### src/rtl/inst_rom_arbiter.sv
// Two-requester arbiter in front of a combinational instruction ROM.
// Port 0 has fixed priority; a starvation counter forces port 1 through after WAIT_MAX denials.
module inst_rom_arbiter #(
    parameter int ADDR_W   = 32,
    parameter int DATA_W   = 32,
    parameter int WAIT_MAX = 4
) (
    input  logic              clk,
    input  logic              rst,
    input  logic              req0,
    input  logic [ADDR_W-1:0] addr0,
    output logic              gnt0,
    output logic              rvalid0,
    input  logic              rready0,
    input  logic              req1,
    input  logic [ADDR_W-1:0] addr1,
    output logic              gnt1,
    output logic              rvalid1,
    input  logic              rready1,
    output logic [DATA_W-1:0] rdata,
    output logic              rerr,
    output logic              rom_ce,
    output logic [ADDR_W-1:0] rom_addr,
    input  logic [DATA_W-1:0] rom_inst
);

    localparam int CNT_W = 4;
    localparam logic [CNT_W-1:0] CNT_MAX = CNT_W'(WAIT_MAX);

    logic              valid_a, id_a, err_a;
    logic [ADDR_W-1:0] addr_a;
    logic              valid_b, id_b, err_b;
    logic [DATA_W-1:0] rdata_q;
    logic [CNT_W-1:0]  cnt;

    logic              stall, accept, force1, winner;
    logic [ADDR_W-1:0] win_addr;

    // NOTE: every always_comb output gets a default first so no path can infer a latch.
    always_comb begin
        stall    = 1'b0;
        accept   = 1'b1;
        force1   = 1'b0;
        winner   = 1'b0;
        win_addr = addr0;
        gnt0     = 1'b0;
        gnt1     = 1'b0;

        stall    = valid_b && (id_b ? !rready1 : !rready0);
        accept   = !stall;
        force1   = (cnt == CNT_MAX) && req1;
        winner   = force1 || (req1 && !req0);
        win_addr = winner ? addr1 : addr0;
        // Grants are gated by rst so nothing is accepted while reset is held.
        gnt0     = rst && accept && req0 && !winner;
        gnt1     = rst && accept && req1 && winner;
    end

    // NOTE: sequential state uses non-blocking assignments so all registers update together.
    always_ff @(posedge clk or negedge rst) begin
        if (!rst) begin
            valid_a <= 1'b0;
            id_a    <= 1'b0;
            addr_a  <= '0;
            err_a   <= 1'b0;
        end else if (accept) begin
            valid_a <= gnt0 || gnt1;
            if (gnt0 || gnt1) begin
                id_a   <= gnt1;
                addr_a <= win_addr;
                err_a  <= (win_addr[1:0] != 2'b00);
            end
        end
    end

    // Misaligned fetches never reach the ROM.
    assign rom_ce   = valid_a && !err_a;
    assign rom_addr = rom_ce ? addr_a : '0;

    always_ff @(posedge clk or negedge rst) begin
        if (!rst) begin
            valid_b <= 1'b0;
            id_b    <= 1'b0;
            err_b   <= 1'b0;
            rdata_q <= '0;
        end else if (accept) begin
            valid_b <= valid_a;
            id_b    <= id_a;
            err_b   <= err_a;
            rdata_q <= rom_ce ? rom_inst : '0;
        end
    end

    // Counter holds while stalled; it only counts cycles where port 1 could have won.
    always_ff @(posedge clk or negedge rst) begin
        if (!rst) begin
            cnt <= '0;
        end else if (accept) begin
            if (gnt1 || !req1)
                cnt <= '0;
            else if (cnt != CNT_MAX)
                cnt <= cnt + 4'd1;
        end
    end

    assign rvalid0 = valid_b && !id_b;
    assign rvalid1 = valid_b && id_b;
    assign rdata   = rdata_q;
    assign rerr    = err_b;

endmodule

### config.mk
export PLATFORM = sky130hd
export DESIGN_NAME = inst_rom_arbiter
export DESIGN_NICKNAME = d
export VERILOG_FILES = /design/src/rtl/inst_rom_arbiter.sv
export SDC_FILE = /design/constraint.sdc
export NUM_CORES = 1
export LEC_CHECK = 0
export BUFFER_PORTS_ARGS = -buffer_cell sky130_fd_sc_hd__buf_2
export CAP_MARGIN = 20
export CORE_ASPECT_RATIO = 1.4
export CORE_MARGIN = 5
export CORE_UTILIZATION = 42
export CTS_CLUSTER_SIZE = 12
export DETAILED_ROUTE_END_ITERATION = 12
export GPL_TIMING_DRIVEN = 1
export PLACE_DENSITY = 0.76
export SYNTH_ARGS = -nofsm -noshare
export SYNTH_HDL_FRONTEND = slang
export SYNTH_SLANG_ARGS = --single-unit
### constraint.sdc
create_clock -name clk -period 1.6 [get_ports clk]
set_clock_uncertainty 0.1 [all_clocks]
set_input_delay 0.32 -clock clk [delete_from_list [all_inputs] [get_ports clk]]
set_output_delay 0.32 -clock clk [all_outputs]
set_load 0.1 [all_outputs]
==> results.cfg, run 1 <==
[status]
status = complete, but fails checks
violations = negative setup slack

[worst_hold_path]
min_path_type = input port to async pin

[cts]
clockBufferDepth = 2
cts_tree = done
cts_inserted_buffers = 9
cts_max_level = 3
clockRootBuffer = clkbuf_16
numClockSinks = 74
insertion_delay_ns = 0.33
clk_pin_slew_worst_paths_ns = 0.06

[synth]
synth-adder-area-share_pct = 0.681
yosysSeqAreaShare_pct = 50.4
ys_types = 27
synthSimpleGateAreaFrac_pct = 23.3
synth_flop_cell = dfrtp_1
synth_xor_xnor_area_share_pct = 0
synth_edf_count = 0
syn_area_per_cell_sq_um = 9.77
ys_seq_elements = 74
yosys-top-cells-area = dfrtp_1 (50%), mux2i_1 (9.3%), a21oi_2 (7.2%), nand2_1 (7.1%), and2_1 (5.8%)
async_reset_ff_share_pct = 100
ys_warn_count = 0
synthMuxAreaShare_pct = 9.57
synth_largest_area_cell = dfrtp_1
yosysMostFrequentCell = dfrtp_1
synth_top_family_by_area = simple AND/OR/NAND/NOR gates
synth_top_area_share_pct = 50.4
synth_cells = 376
syn_nets = 480
yosys-top-cells-count = dfrtp_1 (74), nand2_1 (69), nor2_1 (37)
synth_compound_area_share_pct = 10.4
syn-cell-area_sq_mm = 0.00367

[floorplan]
dieHeight_um = 121
core_area_sq_mm = 0.00856
ioPinCount = 172
initial_core_util_pct = 42.9
die_area_sq_mm = 0.0107
fp.dieW_um = 89.0
row_count = 40

[global_routing]
grt_pass1_wl_um = 18300
gr-total-overflow = 0
antenna_found_initial = 0
grt_pass1_vias = 3714
grt_max_degree = 50
track_usage_pct = 22.4

[timing]
period_minus_slack_ns = 2.04
finalSetupTns_ns = -17.69
slew_viol_final = 0
max_freq_mhz = 490
rsz0062_at_grt = yes
maxSlewHeadroom_pct = 56.7
fin_ws_ns = -0.442
hold_viol = 0
worst_pin_slew_ns = 0.649
finalCritPeriodShare_pct = 128
setup_violations = 95

[critical_path]
worst_setup_path_end_kind = primary output
path_class = register to primary output
crit_path_top_delay_cell = dfrtp_1
worstPathArrival_ns = 1.62
cp_cell_sequence = inv_2 -> ha_4 -> nand3b_4 -> a21oi_4 -> and3_4 -> buf_12
critical-path-max-stage-delay_ns = 0.40
crit_path_max_fanout = 3
critical_path_buf_inv_count = 2
cp.required_ns = 1.18
start_kind = register
crit_family = flip-flops

[power]
power_mw = 11.1
cellPowerDensity_mw_per_mm2 = 1690
ir_drop_mv = 1.37
power_leakage_nw = 3.31

[finish]
final_cells = 698
final_area_sq_mm = 0.00658
syn_to_final_growth_pct = 79.1
layout.nets = 692
antenna_cells = 0
layout-drive-gt1-share_pct = 64.2

[placed_design]
gp_congestion = 0.839
dp.final_hpwl_um = 7790
placedCellCount = 653
place_ws_ns = -0.243
io_buffers = 171
placed_area_sq_mm = 0.00541

[drt]
drc = 0
drt_iter0_drc = 138
drt-total-wl_um = 13300
wl_per_cell_um = 19.1
vias = 3660
dr.pass1.iters = 4
ant_nets = 0
via_per_inst = 5.24

[run]
drv_cap = 0
-- where the power goes --
group / total [mW] / leakage (nW) / switching [mW] / internal, mW
combinational: 6.14 / 2.23 / 3.85 / 2.29
sequential: 2.79 / 0.917 / 0.405 / 2.39
clock: 2.21 / 0.159 / 0.800 / 1.41
total: 11.1 / 3.31 / 5.06 / 6.09
-- path summary, 6_finish.rpt --
path	from	to	slack [ns]	cells after the start
hold reg to reg	rdata[22]	rdata[22]	0.37	2
min in group clk	rom_inst[26]	rdata[26]	0.11	3
setup reg to reg	cnt[1]	addr_a[28]	-0.36	8
hold / removal	rst	valid_a	0.09	2
max in group asynchronous	rst	rdata[15]	0.51	3
setup / recovery	cnt[1]	gnt1	-0.44	6
-- through the flow --
stage               utilization (%)  hold slack (ns)
floorplan                         -          -0.0756
global placement               63.2           0.0564
detailed placement             63.2           0.0558
CTS                            71.9           0.0918
global route                   76.8            0.111
finish                         76.8           0.0851
-- placed cells by master, fill, tap and decap left out, types with 3 or more instances in the layout --
cell type  Yosys  routed
inv_1          6       4
nand2_4        0      10
a21oi_2       30      30
mux2i_2        0      11
clkbuf_4       0      10
o21ai_0        5       4
nand3_1       33      32
nand2_2        0      29
a21oi_1        9       6
mux2i_1       34      20
nor2_1        37      31
a21oi_4        0       3
clkbuf_16      0      12
buf_4          5      28
buf_12         3      46
mux2i_4        0       3
buf_8          0       3
nor2_4         0       6
buf_6          1       7
and2_4         0      34
nand2_1       69      30
buf_2          8     123
dfrtp_1       74      74
buf_16         0       4
-- repair_timing --
action / 4_1_cts / 5_1_grt
setup endpoints to repair: 71 / 106
gates resized for setup: 49 / 92
pin swaps: 24 / 35
hold endpoints to repair: 25 / 0
buffers inserted: 10 / 13
gates cloned: 5 / 5
hold buffers: 2 / 0
-- kinds of logic (layout without fill, tap and decap cells) --
| family | after synthesis | count (layout) |
|---|---|---|
| simple gates | 183 | 183 |
| buf+inv | 32 | 249 |
| flops | 74 | 74 |
| compound gates | 50 | 50 |
| fa+ha+maj | 2 | 2 |
| mux | 35 | 35 |
-- cell type report --
class | count | area, sq um
well taps | 105 | 131
clock buffers | 10 | 239
multi-input cells | 270 | 2060
clock inverters | 6 | 90.1
repair buffers | 227 | 2180
fillers | 531 | 1980
inverters | 6 | 22.5
flip-flops and latches | 74 | 1850
-- metal layers --
layer | wire (um) | vias up | global-route usage (%)
met3 | 1160 | 42 | 7.36
li1 | - | 1674 | -
met2 | 7100 | 176 | 40.1
met5 | 0 | - | 0
met4 | 476 | 0 | 9.59
met1 | 4580 | 1768 | 23.3
-- registers in the layout, indices dropped and copies added, names as in the netlist --
register and cells:
addr_a 32, cnt 4, valid_b 1, id_b 1
id_a 1, rerr 1, rdata 32, valid_a 1
err_a 1
No activity file was read; power rests on OpenSTA's default activity.
==> run 2: changes to the inputs <==
==> constraint.sdc (replaced) <==
create_clock -name clk -period 1.6 [get_ports clk]
set_clock_uncertainty 0.1 [all_clocks]
set_input_delay 0.08 -clock clk [delete_from_list [all_inputs] [get_ports clk]]
set_output_delay 0.08 -clock clk [all_outputs]
set_load 0.1 [all_outputs]
==> run 2 against run 1 <==
Net effect: the flow still finishes with violations (negative setup slack); critical endpoint is now addr_a[31]; sequential cell count stayed put; register-to-register slack worse by 0.04 ns; first-iteration DRC count grew to 3.5 times the previous value; sequential share of layout area is 3.3 points lower; total power is 2.4% higher; routed wire length is 47% higher.
==> results.cfg, run 2 (synthesis gave the netlist of run 1 again) <==
[cts]
cts_max_level = 3
clockBufferDepth = 2
clk_pin_slew_worst_paths_ns = 0.07
clockRootBuffer = clkbuf_16
cts_tree = done
insertion_delay_ns = 0.34
numClockSinks = 74
cts_inserted_buffers = 9

[drt]
drt_iter0_drc = 477
ant_nets = 0
dr.pass1.iters = 8
vias = 4549
via_per_inst = 5.75
wl_per_cell_um = 24.8
drt-total-wl_um = 19600
drc = 0

[status]
status = complete, but fails checks
violations = negative setup slack

[power]
internal_power_mw = 6.07
cellPowerDensity_mw_per_mm2 = 1530
power_leakage_nw = 3.57
p_seq_share_pct = 25.0
power_mw = 11.4
pwr-share-comb_pct = 55.2
switching_share_pct = 46.8
clkPwrFrac_pct = 19.8
power.switching_mw = 5.33
ir_drop_mv = 1.06

[critical_path]
worst_setup_path_end_kind = register
worstPathArrival_ns = 2.13
start_kind = register
path_class = register to register
crit_path_max_fanout = 5
cp.required_ns = 1.73

[timing]
setup_violations = 72
worst_pin_slew_ns = 0.777
slew_viol_final = 0
max_freq_mhz = 501
fin_ws_ns = -0.397
hold_viol = 0
maxSlewHeadroom_pct = 48.2
finalCritPeriodShare_pct = 125
rsz0062_at_grt = yes
period_minus_slack_ns = 2.00

[finish]
layout.nets = 786
antenna_cells = 0
post-route-util_pct = 87.2
final_area_sq_mm = 0.00746
final_common_cell = buf_2
layout_common_cells = buf_2 (133), dlygate4sd3_1 (100), dfrtp_1 (73)
nFillCells = 333
layout-drive-gt1-share_pct = 49.6
syn_to_final_growth_pct = 103

[floorplan]
die_area_sq_mm = 0.0107
ioPinCount = 172
row_count = 40
fp.dieW_um = 89.0
dieHeight_um = 121
initial_core_util_pct = 42.9
core_area_sq_mm = 0.00856

[run]
drv_cap = 0

[worst_hold_path]
min_path_type = input port to register

[global_routing]
gr-total-overflow = 0
antenna_found_initial = 0
grt_max_degree = 60
track_usage_pct = 31.1
grt_pass1_vias = 4721
grt_pass1_wl_um = 24700

[placed_design]
gp_congestion = 0.835
io_buffers = 171
placed_area_sq_mm = 0.00529
dp.final_hpwl_um = 7620
-- run 2: changes by cell type in the layout (fill, tap and decap cells not counted), sizes merged --
cell	previous run	this run
dlygate4sd3	2	100
buf	211	217
clkbuf	23	14
clkinv	3	1
-- run 2: power by group through the flow --
stage          logic, mW  registers [mW]  clock network, mW
5_1_grt             6.46            2.89               2.33
6_report            6.30            2.86               2.25
4_1_cts             5.66            2.71               2.19
3_3_place_gp        4.78            2.67                  0
2_1_floorplan       2.52            3.56                  0
3_5_place_dp        4.86            2.71                  0
-- run 2: routing by layer --
metal	vias up	track usage (%)	wire length, um
li1	1857	-	-
met1	2194	32.9	6520
met2	370	53.4	9910
met3	128	8.11	1780
met4	0	19.3	1410
met5	-	0	0
-- run 2: worst max-delay path: stages (launching register included) --
cell and delay, ns:
dfrtp_1 0.43, inv_2 0.12, ha_4 0.15, nand3b_4 0.09, a21oi_4 0.22, buf_4 0.15, buf_6 0.11, clkbuf_16 0.16
mux2i_1 0.25, a21oi_1 0.10
-- run 2: final timing paths --
check | startpoint | endpoint | slack [ns] | depth (start not counted)
max in group asynchronous | rst | valid_b | 0.23 | 4
worst min register to register | rdata[24] | rdata[24] | 0.37 | 2
min in group asynchronous | rst | addr_a[30] | 0.42 | 3
worst min-delay path | req1 | cnt[0] | 0.12 | 3
worst max register to register | cnt[1] | addr_a[31] | -0.40 | 9
worst max-delay path | cnt[1] | addr_a[31] | -0.40 | 9
-- run 2: repair_timing --
item	CTS	global route
endpoints found under the setup margin	84	104
setup buffers	13	12
hold endpoints to repair	80	0
pin swaps	34	8
gates resized for setup	60	55
cloned	8	2
hold buffers	100	0
-- run 2: final cells by class --
cell class	instances	area (sq um)	share of cell area [%]
clock inverters	4	76.3	1.02
multi-input cells	270	2030	27.2
well taps	105	131	1.76
flip-flops and latches	74	1850	24.8
clock buffers	11	243	3.25
repair buffers	321	3100	41.6
inverters	6	22.5	0.302
-- run 2: through the flow --
stage	worst slack (ns)	instances	TNS, ns	hold slack [ns]
after floorplan	-0.426	376	-2.68	-0.316
after global placement	-0.0661	644	-1.62	-0.0289
after detailed placement	-0.159	644	-3.36	-0.0275
after CTS	-0.283	780	-10.69	0.0430
after global routing	-0.449	791	-20.29	0.121
final	-0.397	791	-17.30	0.117
==> run 3: changes to the inputs <==
--- a/config.mk
+++ b/config.mk
@@ -9,11 +9,11 @@
 export CAP_MARGIN = 20
 export CORE_ASPECT_RATIO = 1.4
 export CORE_MARGIN = 5
-export CORE_UTILIZATION = 42
+export CORE_UTILIZATION = 50
 export CTS_CLUSTER_SIZE = 12
 export DETAILED_ROUTE_END_ITERATION = 12
 export GPL_TIMING_DRIVEN = 1
-export PLACE_DENSITY = 0.76
+export PLACE_DENSITY = 0.85
 export SYNTH_ARGS = -nofsm -noshare
 export SYNTH_HDL_FRONTEND = slang
 export SYNTH_SLANG_ARGS = --single-unit
==> constraint.sdc (replaced) <==
create_clock -name clk -period 2.35 [get_ports clk]
set_clock_uncertainty 0.1 [all_clocks]
set_input_delay 0.1175 -clock clk [delete_from_list [all_inputs] [get_ports clk]]
set_output_delay 0.1175 -clock clk [all_outputs]
set_load 0.1 [all_outputs]
==> run 3 against run 2 <==
Net effect: the run now ends clean; global-route usage fell by 2.9 points; die area down 14%; count of clock-buffer cells in the layout is the same; hold slack got worse by 0.10 ns; clock power is 46% lower; routed wire length is 36% lower; utilization shrank 6.5 points; sequential cell count unchanged; sequential power is 36% lower; critical endpoint is now gnt1.
==> results.cfg, run 3 (synthesis gave the netlist of run 1 again) <==
[timing]
hold_viol = 0
rsz0062_at_grt = no
maxSlewHeadroom_pct = 62.5
period_minus_slack_ns = 2.18
fin_ws_ns = 0.175
slew_viol_final = 0
finalCritPeriodShare_pct = 92.6
setup_violations = 0
finalSetupTns_ns = 0
worst_pin_slew_ns = 0.561
max_freq_mhz = 460

[power]
power_leakage_nw = 3.06
cellPowerDensity_mw_per_mm2 = 1030
power.switching_mw = 2.96
switching_share_pct = 48.8
ir_drop_mv = 0.625
p_seq_share_pct = 30.4
clkPwrFrac_pct = 20.2
internal_power_mw = 3.10
pwr-share-comb_pct = 49.4

[global_routing]
grt_pass1_wl_um = 19800
track_usage_pct = 28.2
grt_max_degree = 39
grt_pass1_vias = 4230
gr-total-overflow = 0
antenna_found_initial = 1

[critical_path]
path_class = register to primary output
worstPathArrival_ns = 1.96
cp_cell_sequence = inv_1 -> ha_1 -> nand3b_4 -> a21oi_4 -> and3_2 -> clkbuf_4
critical-path-max-stage-delay_ns = 0.42
crit_family = buffers and inverters
critical_path_buf_inv_count = 2
worst_setup_path_end_kind = primary output
crit_path_top_delay_cell = dfrtp_1
cp.required_ns = 2.13
start_kind = register
crit_path_max_fanout = 6

[placed_design]
gp_congestion = 0.807
placedCellCount = 629
place_ws_ns = 0.436
io_buffers = 171
dp.final_hpwl_um = 6920
placed_area_sq_mm = 0.00465

[cts]
cts_tree = done
clockRootBuffer = clkbuf_8
numClockSinks = 74
clockBufferDepth = 2
cts_max_level = 3
cts_inserted_buffers = 9
clk_pin_slew_worst_paths_ns = 0.08
insertion_delay_ns = 0.35

[floorplan]
dieHeight_um = 111
initial_core_util_pct = 50.5
core_area_sq_mm = 0.00727
fp.dieW_um = 82.4
ioPinCount = 172
die_area_sq_mm = 0.00918
row_count = 37

[finish]
final_cells = 742
final_common_cell = buf_2
syn_to_final_growth_pct = 59.7
layout_common_cells = buf_2 (168), dlygate4sd3_1 (96), dfrtp_1 (74)
layout.nets = 743
layout-drive-gt1-share_pct = 36.8
final_area_sq_mm = 0.00587

[worst_hold_path]
min_path_type = input port to register

[status]
status = finished, final reports clean

[drt]
ant_nets = 0
drc = 0
drt-total-wl_um = 12600
wl_per_cell_um = 16.9
dr.pass1.iters = 4
drt_iter0_drc = 163
via_per_inst = 5.10
vias = 3785

[run]
drv_cap = 0
## run 3: changes by cell type in the layout (fill, tap and decap cells not counted), sizes merged
| cell | previous run | this run |
|---|---|---|
| dlygate4sd3 | 100 | 96 |
| bufinv | 2 | 3 |
| clkbuf | 14 | 12 |
| diode | 0 | 1 |
| bufbuf | 1 | 0 |
| buf | 217 | 181 |
| clkinv | 1 | 2 |
| clkinvlp | 1 | 0 |
## run 3: path summary, 6_finish.rpt
path	from	to	slack, ns	depth (start not counted)
worst max register to register	cnt[0]	addr_a[29]	0.38	7
worst max-delay path	cnt[0]	gnt1	0.17	6
max in group asynchronous	rst	addr_a[6]	1.34	3
min in group asynchronous	rst	addr_a[25]	0.08	2
worst min register to register	rdata[13]	rdata[13]	0.37	2
worst min-delay path	addr1[7]	addr_a[7]	0.02	3
## run 3: metal layers
metal	track usage [%]	share of wire, %	vias up
met5	0	0	-
met4	17.4	5.3	0
met3	7.20	8.1	52
met2	47.8	51	202
met1	30.3	36	1756
li1	-	-	1775
## run 3: power groups by stage
stage | sequential, mW | clock, mW | combinational (mW)
after floorplan | 2.42 | 0 | 1.68
after global placement | 1.82 | 0 | 2.77
after detailed placement | 1.85 | 0 | 2.81
after CTS | 1.83 | 1.25 | 2.94
after global routing | 1.88 | 1.31 | 3.15
final | 1.84 | 1.22 | 2.99
## run 3: what timing repair did
action | in CTS | in global routing
hold buffers | 95 | 1
hold endpoints to repair | 138 | 1
setup buffers | 0 | 0
setup endpoints to repair | 0 | 1
gates resized for setup | 0 | 2
## run 3: layout make-up
type                    instances  area [sq um]
repair buffers                278          1970
flip-flops and latches         74          1850
multi-input cells             270          1650
fillers                       409          1400
clock buffers                  11           151
well taps                      97           121
clock inverters                 5           100
inverters                       6          22.5
diodes                          1          2.50
## run 3: through the flow
step / total power, mW / hold WS, ns / util [%]
after floorplan: 4.11 / -0.278 / -
after CTS: 6.01 / 0.00259 / 80.5
after global placement: 4.60 / -0.118 / 63.9
after global routing: 6.34 / 0.00515 / 80.7
after detailed placement: 4.66 / -0.113 / 63.9
final: 6.06 / 0.0154 / 80.7
## run 3: worst register-to-register path, cell delays in order, from the launching register on
cell	delay, ns
dfrtp_1	0.42
inv_1	0.10
ha_1	0.20
nand3b_4	0.13
a21oi_4	0.22
buf_12	0.23
mux2i_1	0.34
a21oi_2	0.10
